--- src/rtl/pc_fetch_if.sv ---
// pc_fetch_if: control, flag and branch-LUT write bus between decode/ALU side and pc_fetch_ctl
interface pc_fetch_if #(
  parameter int PC_W   = 10,
  parameter int LUT_AW = 5
);
  logic              start;
  logic              halt_in;
  logic              branch_en;
  logic              eq;
  logic [LUT_AW-1:0] br_idx;
  logic              sc_out;
  logic              sc_we;
  logic              lut_we;
  logic [LUT_AW-1:0] lut_waddr;
  logic [PC_W-1:0]   lut_wdata;
  logic [PC_W-1:0]   pc;
  logic              sc_q;
  logic              running;
  logic              done;
  logic              overrun;
  modport master (
    output start, halt_in, branch_en, eq, br_idx, sc_out, sc_we, lut_we, lut_waddr, lut_wdata,
    input  pc, sc_q, running, done, overrun
  );
  modport slave (
    input  start, halt_in, branch_en, eq, br_idx, sc_out, sc_we, lut_we, lut_waddr, lut_wdata,
    output pc, sc_q, running, done, overrun
  );
endinterface

--- src/rtl/pc_fetch_ctl.sv ---
// pc_fetch_ctl: program counter, branch-target LUT, carry flag and start/halt/done control; define PC_FETCH_BRANCH_REL_EN for PC-relative LUT entries
module pc_fetch_ctl #(
  parameter int PC_W   = 10,
  parameter int LUT_AW = 5
) (
  input logic       CLK,
  input logic       RESET_N,
  pc_fetch_if.slave bus
);
  localparam logic [1:0] S_IDLE = 2'd0;
  localparam logic [1:0] S_RUN  = 2'd1;
  localparam logic [1:0] S_HALT = 2'd2;
  logic [1:0]      state;
  logic [PC_W-1:0] pc;
  logic [PC_W-1:0] tgt;
  logic            sc_q;
  logic            ovr;
  logic [PC_W-1:0] lut [2**LUT_AW];
`ifdef PC_FETCH_BRANCH_REL_EN
  assign tgt = pc + lut[bus.br_idx];
`else
  assign tgt = lut[bus.br_idx];
`endif
  // control state, program counter, carry flag and sticky overrun
  always_ff @(posedge CLK) begin
    if (!RESET_N) begin
      state <= S_IDLE;
      pc    <= '0;
      sc_q  <= 1'b0;
      ovr   <= 1'b0;
    end else if (state == S_RUN) begin
      if (bus.halt_in) state <= S_HALT;
      else if (bus.branch_en && bus.eq) pc <= tgt;
      else if (&pc) begin
        state <= S_HALT;
        ovr   <= 1'b1;
      end else pc <= pc + 1'b1;
      if (bus.sc_we && !bus.halt_in) sc_q <= bus.sc_out;
    end else if (bus.start) begin
      state <= S_RUN;
      pc    <= '0;
      sc_q  <= 1'b0;
      ovr   <= 1'b0;
    end else if (state != S_HALT) begin
      state <= S_IDLE;
      pc    <= '0;
    end
  end
  // branch-target table; a same-cycle branch reads the entry before this write lands
  always_ff @(posedge CLK) begin
    if (!RESET_N) for (int i = 0; i < 2**LUT_AW; i++) lut[i] <= '0;
    else if (bus.lut_we) lut[bus.lut_waddr] <= bus.lut_wdata;
  end
  assign bus.pc      = pc;
  assign bus.sc_q    = sc_q;
  assign bus.running = state == S_RUN;
  assign bus.done    = state == S_HALT;
  assign bus.overrun = ovr;
endmodule

--- src/flat_wrapper.sv ---
// flat-port wrapper written by rule: the top's interface ports become plain ports
module pc_fetch_ctl_flat 
#(
  parameter int PC_W   = 10,
  parameter int LUT_AW = 5
)
  (CLK, RESET_N, bus_start, bus_halt_in, bus_branch_en, bus_eq, bus_br_idx, bus_sc_out, bus_sc_we, bus_lut_we, bus_lut_waddr, bus_lut_wdata, bus_pc, bus_sc_q, bus_running, bus_done, bus_overrun);
  pc_fetch_if #(.PC_W(PC_W), .LUT_AW(LUT_AW)) bus_i ();
  input logic CLK;
  input logic RESET_N;
  input wire logic [$bits(bus_i.start)-1:0] bus_start;
  input wire logic [$bits(bus_i.halt_in)-1:0] bus_halt_in;
  input wire logic [$bits(bus_i.branch_en)-1:0] bus_branch_en;
  input wire logic [$bits(bus_i.eq)-1:0] bus_eq;
  input wire logic [$bits(bus_i.br_idx)-1:0] bus_br_idx;
  input wire logic [$bits(bus_i.sc_out)-1:0] bus_sc_out;
  input wire logic [$bits(bus_i.sc_we)-1:0] bus_sc_we;
  input wire logic [$bits(bus_i.lut_we)-1:0] bus_lut_we;
  input wire logic [$bits(bus_i.lut_waddr)-1:0] bus_lut_waddr;
  input wire logic [$bits(bus_i.lut_wdata)-1:0] bus_lut_wdata;
  output wire logic [$bits(bus_i.pc)-1:0] bus_pc;
  output wire logic [$bits(bus_i.sc_q)-1:0] bus_sc_q;
  output wire logic [$bits(bus_i.running)-1:0] bus_running;
  output wire logic [$bits(bus_i.done)-1:0] bus_done;
  output wire logic [$bits(bus_i.overrun)-1:0] bus_overrun;
  assign bus_i.start = bus_start;
  assign bus_i.halt_in = bus_halt_in;
  assign bus_i.branch_en = bus_branch_en;
  assign bus_i.eq = bus_eq;
  assign bus_i.br_idx = bus_br_idx;
  assign bus_i.sc_out = bus_sc_out;
  assign bus_i.sc_we = bus_sc_we;
  assign bus_i.lut_we = bus_lut_we;
  assign bus_i.lut_waddr = bus_lut_waddr;
  assign bus_i.lut_wdata = bus_lut_wdata;
  assign bus_pc = bus_i.pc;
  assign bus_sc_q = bus_i.sc_q;
  assign bus_running = bus_i.running;
  assign bus_done = bus_i.done;
  assign bus_overrun = bus_i.overrun;
  pc_fetch_ctl #(.PC_W(PC_W), .LUT_AW(LUT_AW)) u_core (.CLK(CLK), .RESET_N(RESET_N), .bus(bus_i));
endmodule
--- config.mk ---
export PLATFORM = sky130hd
export DESIGN_NAME = pc_fetch_ctl_flat
export DESIGN_NICKNAME = d
export VERILOG_FILES = /design/src/rtl/pc_fetch_if.sv /design/src/rtl/pc_fetch_ctl.sv /design/src/flat_wrapper.sv
export SDC_FILE = /design/constraint.sdc
export NUM_CORES = 1
export LEC_CHECK = 0
export CAP_MARGIN = 30
export CORE_AREA = 2 2 170 172
export CTS_CLUSTER_DIAMETER = 200
export DETAILED_ROUTE_END_ITERATION = 6
export DIE_AREA = 0 0 172 174
export PLACE_DENSITY_LB_ADDON = 0.25
export SYNTH_ARGS = -nofsm -noshare
export SYNTH_HDL_FRONTEND = slang
export SYNTH_SLANG_ARGS = --single-unit
--- constraint.sdc ---
create_clock -name CLK -period 2.4 [get_ports CLK]
set_input_delay 0.36 -clock CLK [delete_from_list [all_inputs] [get_ports CLK]]
set_output_delay 0.36 -clock CLK [all_outputs]
set_load 0.005 [all_outputs]
==> metrics.txt <==
# TYPE chip_impl_metric gauge
chip_impl_info{name="status",value="complete, no violations"} 1
chip_impl_metric{name="synthesis.yosys.warnings",unit=""} 0
chip_impl_info{name="r2r-start",value="u_core.bus.pc[0]$_SDFFE_PN0P_"} 1
chip_impl_info{name="cts_root_buf",value="sky130_fd_sc_hd__clkbuf_16"} 1
chip_impl_metric{name="cts_setup_buffers",unit=""} 0
chip_impl_metric{name="clock-skew-final",unit="ns"} 0.0153
chip_impl_metric{name="totalWireLength",unit="um"} 37300
chip_impl_metric{name="regArea",unit="um2"} 9890
chip_impl_metric{name="dr.pass1.iters",unit=""} 5
chip_impl_metric{name="worst_reg_to_reg_cells",unit=""} 6
chip_impl_info{name="min-delay-start",value="bus_sc_out"} 1
chip_impl_metric{name="crit_required",unit="ns"} 2.81
chip_impl_metric{name="final_net_count",unit=""} 1180
chip_impl_info{name="hold_path_end",value="u_core.bus.sc_q$_SDFFE_PN0P_"} 1
chip_impl_metric{name="start_util",unit=""} 0.547
chip_impl_metric{name="std_cell_rows",unit=""} 62
chip_impl_metric{name="detailed_route_wire_length_per_cell",unit="um"} 23.9
chip_impl_metric{name="placeable_core_region",unit="um2"} 28200
chip_impl_metric{name="vdd_drop_max",unit="mV"} 0.531
chip_impl_metric{name="setup_violations",unit=""} 0
chip_impl_metric{name="cts-htree-levels",unit=""} 2
chip_impl_metric{name="fin_area",unit="um2"} 18000
chip_impl_metric{name="dp_hpwl",unit="um"} 24900
chip_impl_metric{name="fmax",unit="GHz"} 0.475
chip_impl_metric{name="worst_pin_slew",unit="ns"} 0.821
chip_impl_metric{name="detail_route.vias_per_cell",unit=""} 5.87
chip_impl_metric{name="place_congestion",unit=""} 0.882
chip_impl_metric{name="longest_clk_path_bufs",unit=""} 3
chip_impl_info{name="r2r_end",value="u_core.bus.pc[3]$_SDFFE_PN0P_"} 1
chip_impl_info{name="critical_path.startpoint_type",value="flip-flop"} 1
chip_impl_metric{name="grt_overflow",unit=""} 0
chip_impl_metric{name="final_number_of_hold_violating_endpoints",unit=""} 0
chip_impl_info{name="grt_setup_unrepaired",value="false"} 1
chip_impl_metric{name="hold_depth",unit=""} 3
chip_impl_metric{name="detail_route.iter0.violations",unit=""} 862
chip_impl_info{name="criticalPathCategory",value="flip-flop to flip-flop"} 1
chip_impl_metric{name="timing.critical_path.arrival",unit="ns"} 2.51
chip_impl_metric{name="postSynthAreaPerCell",unit="um2"} 14.9
chip_impl_metric{name="ys_async_sr_fraction",unit=""} 0
chip_impl_metric{name="instances_no_fill",unit=""} 1557
chip_impl_metric{name="clk_pin_slew_worst_paths",unit="ns"} 0.06
chip_impl_metric{name="area.growth.synth_to_final",unit="%"} 16.5
chip_impl_metric{name="p_leak",unit="nW"} 6.37
chip_impl_metric{name="cts-hold-fix-buffers",unit=""} 0
chip_impl_metric{name="timing.final.crit_period",unit="ns"} 2.11
chip_impl_metric{name="grt_pass1_vias",unit=""} 9260
chip_impl_metric{name="place.detailed.instances",unit=""} 1496
chip_impl_info{name="crit_slowest_cell",value="sky130_fd_sc_hd__o311a_1"} 1
chip_impl_metric{name="vias",unit=""} 9140
chip_impl_metric{name="worst-r2r-setup-slack",unit="ns"} 0.29
chip_impl_metric{name="worstPathMaxFanout",unit=""} 11
chip_impl_metric{name="drcViolationCount",unit=""} 0
chip_impl_metric{name="maxSlewViolCount",unit=""} 0
chip_impl_metric{name="io_buffers",unit=""} 42
chip_impl_metric{name="cap_viol_max_count",unit=""} 0
chip_impl_metric{name="synth_edf_count",unit=""} 320
chip_impl_metric{name="cellPowerDensity",unit="nW/um2"} 718
chip_impl_info{name="layout.cells.most_common",value="sky130_fd_sc_hd__and2_1"} 1
chip_impl_info{name="yosys_most_used_dff",value="sky130_fd_sc_hd__edfxtp_1"} 1
chip_impl_metric{name="synthesis.nets",unit=""} 1067
chip_impl_metric{name="clock-sinks",unit=""} 334
chip_impl_metric{name="first_pass_grt_wire_length",unit="um"} 56800
chip_impl_metric{name="relSlewSlack",unit=""} 0.451
chip_impl_metric{name="die_width",unit="um"} 172
chip_impl_metric{name="final_min_period_over_clock_period",unit=""} 0.877
chip_impl_metric{name="synthCells",unit=""} 1037
chip_impl_metric{name="syn_area",unit="um2"} 15500
chip_impl_metric{name="dpl_cell_area",unit="um2"} 17000
chip_impl_metric{name="yosys.cell_types.count",unit=""} 50
chip_impl_metric{name="grt_antenna_before_repair",unit=""} 1
chip_impl_metric{name="ioPinCount",unit=""} 43
chip_impl_metric{name="ctsResizeCount",unit=""} 0
chip_impl_info{name="endpoint_kind",value="flip-flop"} 1
chip_impl_info{name="hold_class",value="input port to flip-flop"} 1
chip_impl_metric{name="multiInputGateArea",unit="um2"} 5220
chip_impl_metric{name="yosys_register_bits",unit=""} 334
chip_impl_metric{name="final.setup.tns",unit="ns"} 0
chip_impl_metric{name="die_area",unit="um2"} 29900
chip_impl_info{name="crit_path_cell_trace",value="ha_1 > nand3_1 > nor4_4 > o311a_1 > o21ai_0 > o311ai_0"} 1
chip_impl_metric{name="post_route_cells_drive_above_1_share",unit=""} 0.208
chip_impl_metric{name="grt_usage",unit=""} 0.260
chip_impl_metric{name="grt_max_degree",unit=""} 33
chip_impl_metric{name="die_height",unit="um"} 174
chip_impl_metric{name="tritoncts.num_buffers",unit=""} 36
chip_impl_metric{name="synth_sequential_area_ratio",unit=""} 0.640
chip_impl_metric{name="clock_latency_reported_for_the_late_side_of_the_worst_skew_pair",unit="ns"} 0.52
chip_impl_metric{name="critical_path.max_stage_delay",unit="ns"} 0.47
chip_impl_info{name="highest_count_cells_in_the_layout_ignoring_fill_and_taps",value="sky130_fd_sc_hd__and2_1 (324), sky130_fd_sc_hd__edfxtp_1 (320), sky130_fd_sc_hd__buf_4 (95)"} 1
chip_impl_metric{name="ant_nets",unit=""} 0
chip_impl_metric{name="fillerInstances",unit=""} 2114
chip_impl_info{name="tritoncts",value="done"} 1
-- worst max-delay path by stage --
stage                                  startpoint                               to  cells past startpoint  slack [ns]
floorplan                        bus_lut_waddr[0]  u_core.lut[20][0]$_SDFFCE_PN0P_                      4        0.16
global placement                          RESET_N  u_core.lut[14][5]$_SDFFCE_PN0P_                      7       -0.09
detailed placement               bus_lut_waddr[3]  u_core.lut[11][0]$_SDFFCE_PN0P_                      4        -0.1
CTS                 u_core.bus.pc[0]$_SDFFE_PN0P_    u_core.bus.pc[3]$_SDFFE_PN0P_                      6        0.31
global route        u_core.bus.pc[0]$_SDFFE_PN0P_    u_core.bus.pc[5]$_SDFFE_PN0P_                      6        0.11
finish              u_core.bus.pc[0]$_SDFFE_PN0P_    u_core.bus.pc[3]$_SDFFE_PN0P_                      6        0.29
-- report_power, final --
part           total [mW]  switching, mW  internal [mW]  leakage (nW)
clock network        5.10           2.15           2.95         0.525
registers            6.77         0.0928           6.68          3.16
logic                1.07          0.603          0.468          2.69
total                12.9           2.85           10.1          6.37
-- cells in the mapped netlist, drive strengths merged (2+ instances only) --
master	count	area share
nand2	17	0.0041
nor3	6	0.0019
o211ai	5	0.0024
mux2i	21	0.014
a21oi	6	0.0019
and2	324	0.13
nor2b	5	0.0020
nand3b	8	0.0039
o311ai	2	0.0011
a211oi	2	0.00097
o22ai	7	0.0028
buf	24	0.010
xor2	2	0.0011
edfxtp	320	0.62
nand4	2	0.00081
nand3	11	0.0036
a221o	4	0.0026
or3b	2	0.0011
o21ai	42	0.014
clkbuf	48	0.012
or2	3	0.0012
or3	2	0.00081
nor2	39	0.0095
nor3b	4	0.0019
and3	3	0.0012
dfxtp	14	0.018
o221ai	3	0.0017
inv	3	0.00073
nand2b	4	0.0016
a31oi	4	0.0016
a22oi	4	0.0019
mux4	81	0.12
-- cell type report --
| class | count | area share |
|---|---|---|
| diodes | 1 | 0.000139 |
| inverters | 3 | 0.000625 |
| flip-flops and latches | 334 | 0.549 |
| repair buffers | 147 | 0.0749 |
| well taps | 384 | 0.0267 |
| clock inverters | 13 | 0.00472 |
| clock buffers | 47 | 0.0540 |
| multi-input cells | 628 | 0.290 |
-- worst max-delay path: cells and delay by family, from the launching register on --
family	cells	cell delay [ns]
AO/OA/AOI/OAI	3	0.75
flip-flops	1	0.41
adder cells (fa/ha/maj)	1	0.27
AND/OR/NAND/NOR	2	0.56
-- kinds of logic (layout without fill, tap and decap cells) --
family / Yosys count / in the layout / synth area share
xor+xnor: 2 / 2 / 0.00113
compound gates: 88 / 88 / 0.0357
flops: 334 / 334 / 0.640
simple gates: 434 / 434 / 0.168
fa+ha+maj: 1 / 1 / 0.000809
other cells: 0 / 1 / 0
buf+inv: 75 / 210 / 0.0224
mux: 103 / 103 / 0.132
-- metal layers --
metal	track usage	share of wire	vias to the layer above
met5	0	0	-
met4	0.0889	0.032	0
met1	0.370	0.41	4582
li1	-	-	4083
met3	0.0453	0.080	77
met2	0.408	0.48	398
-- flip-flops by register name, summed over array words and instances, names as in the netlist --
name,cells
u_core.state,2
u_core.bus.sc_q,1
u_core.bus.pc,10
u_core.lut,320
u_core.bus.overrun,1
-- per-stage QoR --
step                power [mW]   util  hold slack (ns)  setup WS (ns)
detailed placement        7.96  0.600            0.492        -0.0964
global route              13.3  0.638            0.420          0.108
finish                    12.9  0.638            0.404          0.295
global placement          7.93  0.600            0.494        -0.0872
CTS                       13.0  0.638            0.405          0.307
floorplan                 7.44      -            0.483          0.164
Power figures use the tool's default switching activity.
